### config.mk
export PLATFORM = sky130hd
export DESIGN_NAME = portgroup_regf_arb
export DESIGN_NICKNAME = d
export VERILOG_FILES = /design/src/rtl/portgroup_regf_arb.sv
export SDC_FILE = /design/constraint.sdc
export NUM_CORES = 1
export LEC_CHECK = 0
export CAP_MARGIN = 40
export CORE_MARGIN = 3
export CORE_UTILIZATION = 41
export CTS_CLUSTER_DIAMETER = 50
export DETAILED_ROUTE_END_ITERATION = 12
export PLACE_DENSITY = 0.77
export SETUP_SLACK_MARGIN = 0.5
export SLEW_MARGIN = 10
export SYNTH_ARGS = -nofsm -noshare
export SYNTH_HDL_FRONTEND = slang
export SYNTH_SLANG_ARGS = --single-unit
### constraint.sdc
create_clock -name main_clk_i -period 2.04 [get_ports main_clk_i]
set_clock_uncertainty 0.2 [all_clocks]
set_input_delay 0.306 -clock main_clk_i [delete_from_list [all_inputs] [get_ports main_clk_i]]
set_output_delay 0.306 -clock main_clk_i [all_outputs]
set_load 0.01 [all_outputs]
### src/rtl/portgroup_regf_arb.sv
// portgroup_regf_arb
// Round-robin arbiter between the host bridge and the core sequencer for the
// single mem_* access port of the portgroup register file. One access is in
// flight at a time: grant (T), regf strobe (T+1), capture (T+2), rvalid (T+3).
// Build option: define PORTGROUP_REGF_ARB_LOCK_EN to add host_lock_i/core_lock_i,
// which let the last owner keep the port for atomic read-modify-write.
//
// state  | meaning
// IDLE   | port free; grant combinationally to the arbitration winner
// ISSUE  | mem_ena_o high, mem_* driven from the captured request
// RESP   | regf rdata/err captured into the owner's response registers
module portgroup_regf_arb #(
    parameter int addrwidth_p = 13,
    parameter int datawidth_p = 32
) (
    input  logic                   main_clk_i,
    input  logic                   main_rst_i,
`ifdef PORTGROUP_REGF_ARB_LOCK_EN
    input  logic                   host_lock_i,
    input  logic                   core_lock_i,
`endif
    input  logic                   host_req_i,
    input  logic [addrwidth_p-1:0] host_addr_i,
    input  logic                   host_wena_i,
    input  logic [datawidth_p-1:0] host_wdata_i,
    output logic                   host_gnt_o,
    output logic                   host_rvalid_o,
    output logic [datawidth_p-1:0] host_rdata_o,
    output logic                   host_err_o,
    input  logic                   core_req_i,
    input  logic [addrwidth_p-1:0] core_addr_i,
    input  logic                   core_wena_i,
    input  logic [datawidth_p-1:0] core_wdata_i,
    output logic                   core_gnt_o,
    output logic                   core_rvalid_o,
    output logic [datawidth_p-1:0] core_rdata_o,
    output logic                   core_err_o,
    output logic                   mem_ena_o,
    output logic [addrwidth_p-1:0] mem_addr_o,
    output logic                   mem_wena_o,
    output logic [datawidth_p-1:0] mem_wdata_o,
    input  logic [datawidth_p-1:0] mem_rdata_i,
    input  logic                   mem_err_i
);

    typedef enum logic [1:0] {
        ST_IDLE  = 2'd0,
        ST_ISSUE = 2'd1,
        ST_RESP  = 2'd2
    } state_t;

    state_t                 r_state;
    state_t                 w_state_nxt;
    logic                   r_last_host;     // 1: host owns the last grant (and the access in flight)
    logic [addrwidth_p-1:0] r_addr;
    logic                   r_wena;
    logic [datawidth_p-1:0] r_wdata;
    logic                   r_host_rvalid;
    logic [datawidth_p-1:0] r_host_rdata;
    logic                   r_host_err;
    logic                   r_core_rvalid;
    logic [datawidth_p-1:0] r_core_rdata;
    logic                   r_core_err;
    logic                   w_any_req;
    logic                   w_win_host;
    logic                   w_grant;
    logic                   w_host_locked;
    logic                   w_core_locked;

    // Winner selection: a locking last owner keeps the port, otherwise round-robin on ties.
    always_comb begin
        w_any_req = host_req_i | core_req_i;
`ifdef PORTGROUP_REGF_ARB_LOCK_EN
        w_host_locked = r_last_host & host_lock_i & host_req_i;
        w_core_locked = ~r_last_host & core_lock_i & core_req_i;
`else
        w_host_locked = 1'b0;
        w_core_locked = 1'b0;
`endif
        if (w_host_locked) begin
            w_win_host = 1'b1;
        end else if (w_core_locked) begin
            w_win_host = 1'b0;
        end else if (host_req_i && core_req_i) begin
            w_win_host = ~r_last_host;
        end else begin
            w_win_host = host_req_i;
        end
    end

    // Next-state and grant; grant is suppressed while reset is asserted so outputs stay 0.
    always_comb begin
        w_state_nxt = r_state;
        w_grant     = 1'b0;
        case (r_state)
            ST_IDLE: begin
                if (w_any_req && !main_rst_i) begin
                    w_grant     = 1'b1;
                    w_state_nxt = ST_ISSUE;
                end
            end
            ST_ISSUE: w_state_nxt = ST_RESP;
            ST_RESP:  w_state_nxt = ST_IDLE;
            default:  w_state_nxt = ST_IDLE;
        endcase
    end

    // State register.
    always_ff @(posedge main_clk_i) begin
        if (main_rst_i) begin
            r_state <= ST_IDLE;
        end else begin
            r_state <= w_state_nxt;
        end
    end

    // Capture the winning request; these registers also drive mem_* and hold between accesses.
    always_ff @(posedge main_clk_i) begin
        if (main_rst_i) begin
            r_last_host <= 1'b0;
            r_addr      <= '0;
            r_wena      <= 1'b0;
            r_wdata     <= '0;
        end else if (w_grant) begin
            r_last_host <= w_win_host;
            r_addr      <= w_win_host ? host_addr_i  : core_addr_i;
            r_wena      <= w_win_host ? host_wena_i  : core_wena_i;
            r_wdata     <= w_win_host ? host_wdata_i : core_wdata_i;
        end
    end

    // Route the regf response to the owner; rvalid is a single-cycle pulse, data/err hold.
    always_ff @(posedge main_clk_i) begin
        if (main_rst_i) begin
            r_host_rvalid <= 1'b0;
            r_host_rdata  <= '0;
            r_host_err    <= 1'b0;
            r_core_rvalid <= 1'b0;
            r_core_rdata  <= '0;
            r_core_err    <= 1'b0;
        end else begin
            r_host_rvalid <= 1'b0;
            r_core_rvalid <= 1'b0;
            if (r_state == ST_RESP) begin
                if (r_last_host) begin
                    r_host_rvalid <= 1'b1;
                    r_host_rdata  <= r_wena ? '0 : mem_rdata_i;
                    r_host_err    <= mem_err_i;
                end else begin
                    r_core_rvalid <= 1'b1;
                    r_core_rdata  <= r_wena ? '0 : mem_rdata_i;
                    r_core_err    <= mem_err_i;
                end
            end
        end
    end

    assign host_gnt_o    = w_grant & w_win_host;
    assign core_gnt_o    = w_grant & ~w_win_host;
    assign host_rvalid_o = r_host_rvalid;
    assign host_rdata_o  = r_host_rdata;
    assign host_err_o    = r_host_err;
    assign core_rvalid_o = r_core_rvalid;
    assign core_rdata_o  = r_core_rdata;
    assign core_err_o    = r_core_err;
    assign mem_ena_o     = (r_state == ST_ISSUE);
    assign mem_addr_o    = r_addr;
    assign mem_wena_o    = r_wena;
    assign mem_wdata_o   = r_wdata;

endmodule
==> impl_metrics.yaml <==
logic_synthesis:
  synth_cells: 606
  synthArstFlopShare_pct: 0
  synth-seq-cells: 117
  synth_cell_types: 25
  yosysWarnings: 0
  seq_area_frac_synth_pct: 46.8
  syn-num-nets: 735
  synth_edf_count: 0
  post_synth.cell_area_avg_um2: 8.27
  syn_area_um2: 5010
  synth-main-ff-cell: "dfxtp_1"
timing:
  fin_crit_ns: 1.88
  fin_crit_sh_pct: 92.1
  rsz0062_at_grt: "true"
  max_slew_margin_pct: 40.7
  slew_violations: 0
  worstMarginPinSlew_ns: 0.889
  clock.fmax_ghz: 0.532
  finalSetupViolCount: 0
  setup_ws_ns: 0.160
  setup_tns_ns: 0
  hold_viol: 0
setup_path:
  cp-end-kind: "flip-flop"
  worstSetupPathType: "flip-flop to flip-flop"
  critPathArrivalTime_ns: 1.99
  crit_path_start_kind: "flip-flop"
  cp.required_ns: 2.15
  worstPathMaxFanout: 7
cts:
  clkSinkCount: 117
  htreeDepth: 4
  clockBufferDepth: 2
  root_buffer: "clkbuf_16"
  clk_pin_slew_ns: 0.06
  cts_inserted_buffers: 17
  clk_latency_ns: 0.41
  cts_tree: "built"
power_and_ir_drop:
  p_sw_w: 0.00196
  pwr-share-clk_pct: 47.3
  pwr-share-seq_pct: 32.8
  ir_drop_mv: 0.478
  combPwrFrac_pct: 19.9
  swShare_pct: 25.7
  p_leak_nw: 3.80
  internal-power_w: 0.00566
  power_density_nw_per_um2: 800
drt:
  wl_per_cell_um: 21.0
  vias: 5711
  routed_wl_um: 21800
  wl_met2_um: 11400
  viasPerCell: 5.51
  drtAntennaViolNets: 0
  met3_length_um: 1880
  wl_met1_um: 7550
  drtIter0Drc: 321
  first_pass_iters: 5
  highest_layer: "met4"
  drc: 0
place:
  placed_cells: 961
  port_buffers: 245
  gp_congestion: 0.804
  dpl_cell_area_um2: 7520
  post-place-ws_ns: -0.270
  dp_hpwl_um: 11700
floorplan:
  initial_core_util_pct: 43.0
  coreArea_um2: 11700
  dieArea_um2: 13600
  io_pins: 246
  die_x_um: 117
  rows: 39
  die_y_um: 117
grt:
  grt_pass1_wl_um: 28300
  grt.total_usage_pct: 27.0
  overflow: 0
  antenna_found_initial: 0
  grt_max_degree: 60
  grt_pass1_vias: 5507
finish:
  drive_gt1_share_pct: 40.9
  seq_area_um2: 2360
  fin_util_pct: 81.8
  postLayoutCellArea_um2: 9540
  area_growth_pct: 90.3
  nets: 1009
  antennaDiodeCount: 0
  layoutNonFillerInstCount: 1036
  multi_input_area_um2: 3060
  fill_cells: 690
status:
  status: "completed"
run:
  maxCapViolCount: 0
min_path:
  hold_path_class: "primary input to flip-flop"
[what timing repair did]
action / in CTS / in global routing
hold buffers: 0 / 0
hold endpoints to repair: 0 / 0
gates resized for setup: 264 / 306
setup buffers: 17 / 5
pin swaps: 8 / 74
setup endpoints to repair: 230 / 211
gates cloned: 10 / 11
[synth_stat cells (2+ instances only)]
cell type | instances | area share, %
nand2_1 | 224 | 17
dfxtp_1 | 117 | 47
a21oi_1 | 113 | 11
nor2b_1 | 34 | 4.2
a311oi_2 | 30 | 9.0
buf_2 | 20 | 2.0
clkbuf_1 | 17 | 1.3
a311oi_1 | 16 | 2.8
buf_6 | 10 | 2.2
buf_4 | 7 | 1.0
nor2_1 | 3 | 0.22
buf_1 | 2 | 0.15
[sequential cells by signal, indices dropped and copies added, names as in the netlist, 2 cells and up]
register and cells:
host_rdata_o 32, core_rdata_o 32, mem_wdata_o 32, r_state 2, mem_addr_o 13
[metrics by stage]
| step | total power [W] | hold slack [ns] |
|---|---|---|
| 2_1_floorplan | 0.00306 | 0.242 |
| 3_3_place_gp | 0.00364 | 0.242 |
| 3_5_place_dp | 0.00366 | 0.246 |
| 4_1_cts | 0.00738 | 0.0565 |
| 5_1_grt | 0.00784 | 0.110 |
| 6_report | 0.00763 | 0.0892 |
[layout by cell type (no fill, tap or decap), drive strengths merged]
cell type and count:
clkdlybuf4s50 125, a21oi 113, bufinv 7, a311oi 46, clkdlybuf4s15 43, clkinv 3, nand3b 1, nor3 1
or2 1, nor3b 1, nor2b 34, and3b 1, nor2 3, a21boi 1, inv 5, nand3 1
dfxtp 117, or3b 1, a21bo 2, clkbuf 88, dlygate4sd2 7, clkinvlp 1, buf 66, nand2 225
[worst max-delay path: stages, from the launching register on]
cell	delay (ns)
dfxtp_2	0.33
nor3_4	0.27
buf_4	0.17
buf_6	0.09
buf_12	0.13
buf_12	0.13
buf_16	0.13
a21oi_1	0.08
a311oi_2	0.25
[routing by layer]
metal | GRT usage (%) | vias to the layer above
li1 | - | 2614
met1 | 29.6 | 2720
met4 | 12.2 | 0
met3 | 9.48 | 60
met2 | 47.0 | 317
met5 | 0 | -
[logic make-up (layout without fill, tap and decap cells)]
family          Yosys count  after routing  share of synthesized area [%]
buf+inv                  58            345                           6.87
simple gates            269            269                           22.7
flops                   117            117                           46.8
compound gates          162            162                           23.7
[worst paths after layout]
check	start	endpoint	slack, ns	cells after the start
setup / recovery	r_state[0]	mem_addr_o[9]	0.16	8
hold / removal	main_rst_i	r_last_host	0.09	4
setup reg to reg	r_state[0]	mem_addr_o[9]	0.16	8
hold reg to reg	core_rdata_o[31]	core_rdata_o[31]	0.26	2
[area by class of cell]
cell class              instances  share of cell area (%)
inverters                       2                   0.210
clock inverters                14                    2.83
repair buffers                311                    33.6
clock buffers                  18                    4.61
multi-input cells             431                    32.1
well taps                     143                    1.88
flip-flops and latches        117                    24.8
[power by group through the flow]
stage               Clock [W]  Combinational, W  Sequential, W
detailed placement          0           0.00114        0.00252
global route          0.00373           0.00159        0.00251
global placement            0           0.00112        0.00251
CTS                   0.00362           0.00129        0.00247
floorplan                   0          0.000498        0.00256
finish                0.00361           0.00152        0.00250
Note: power is estimated with default switching activity, not from simulation.
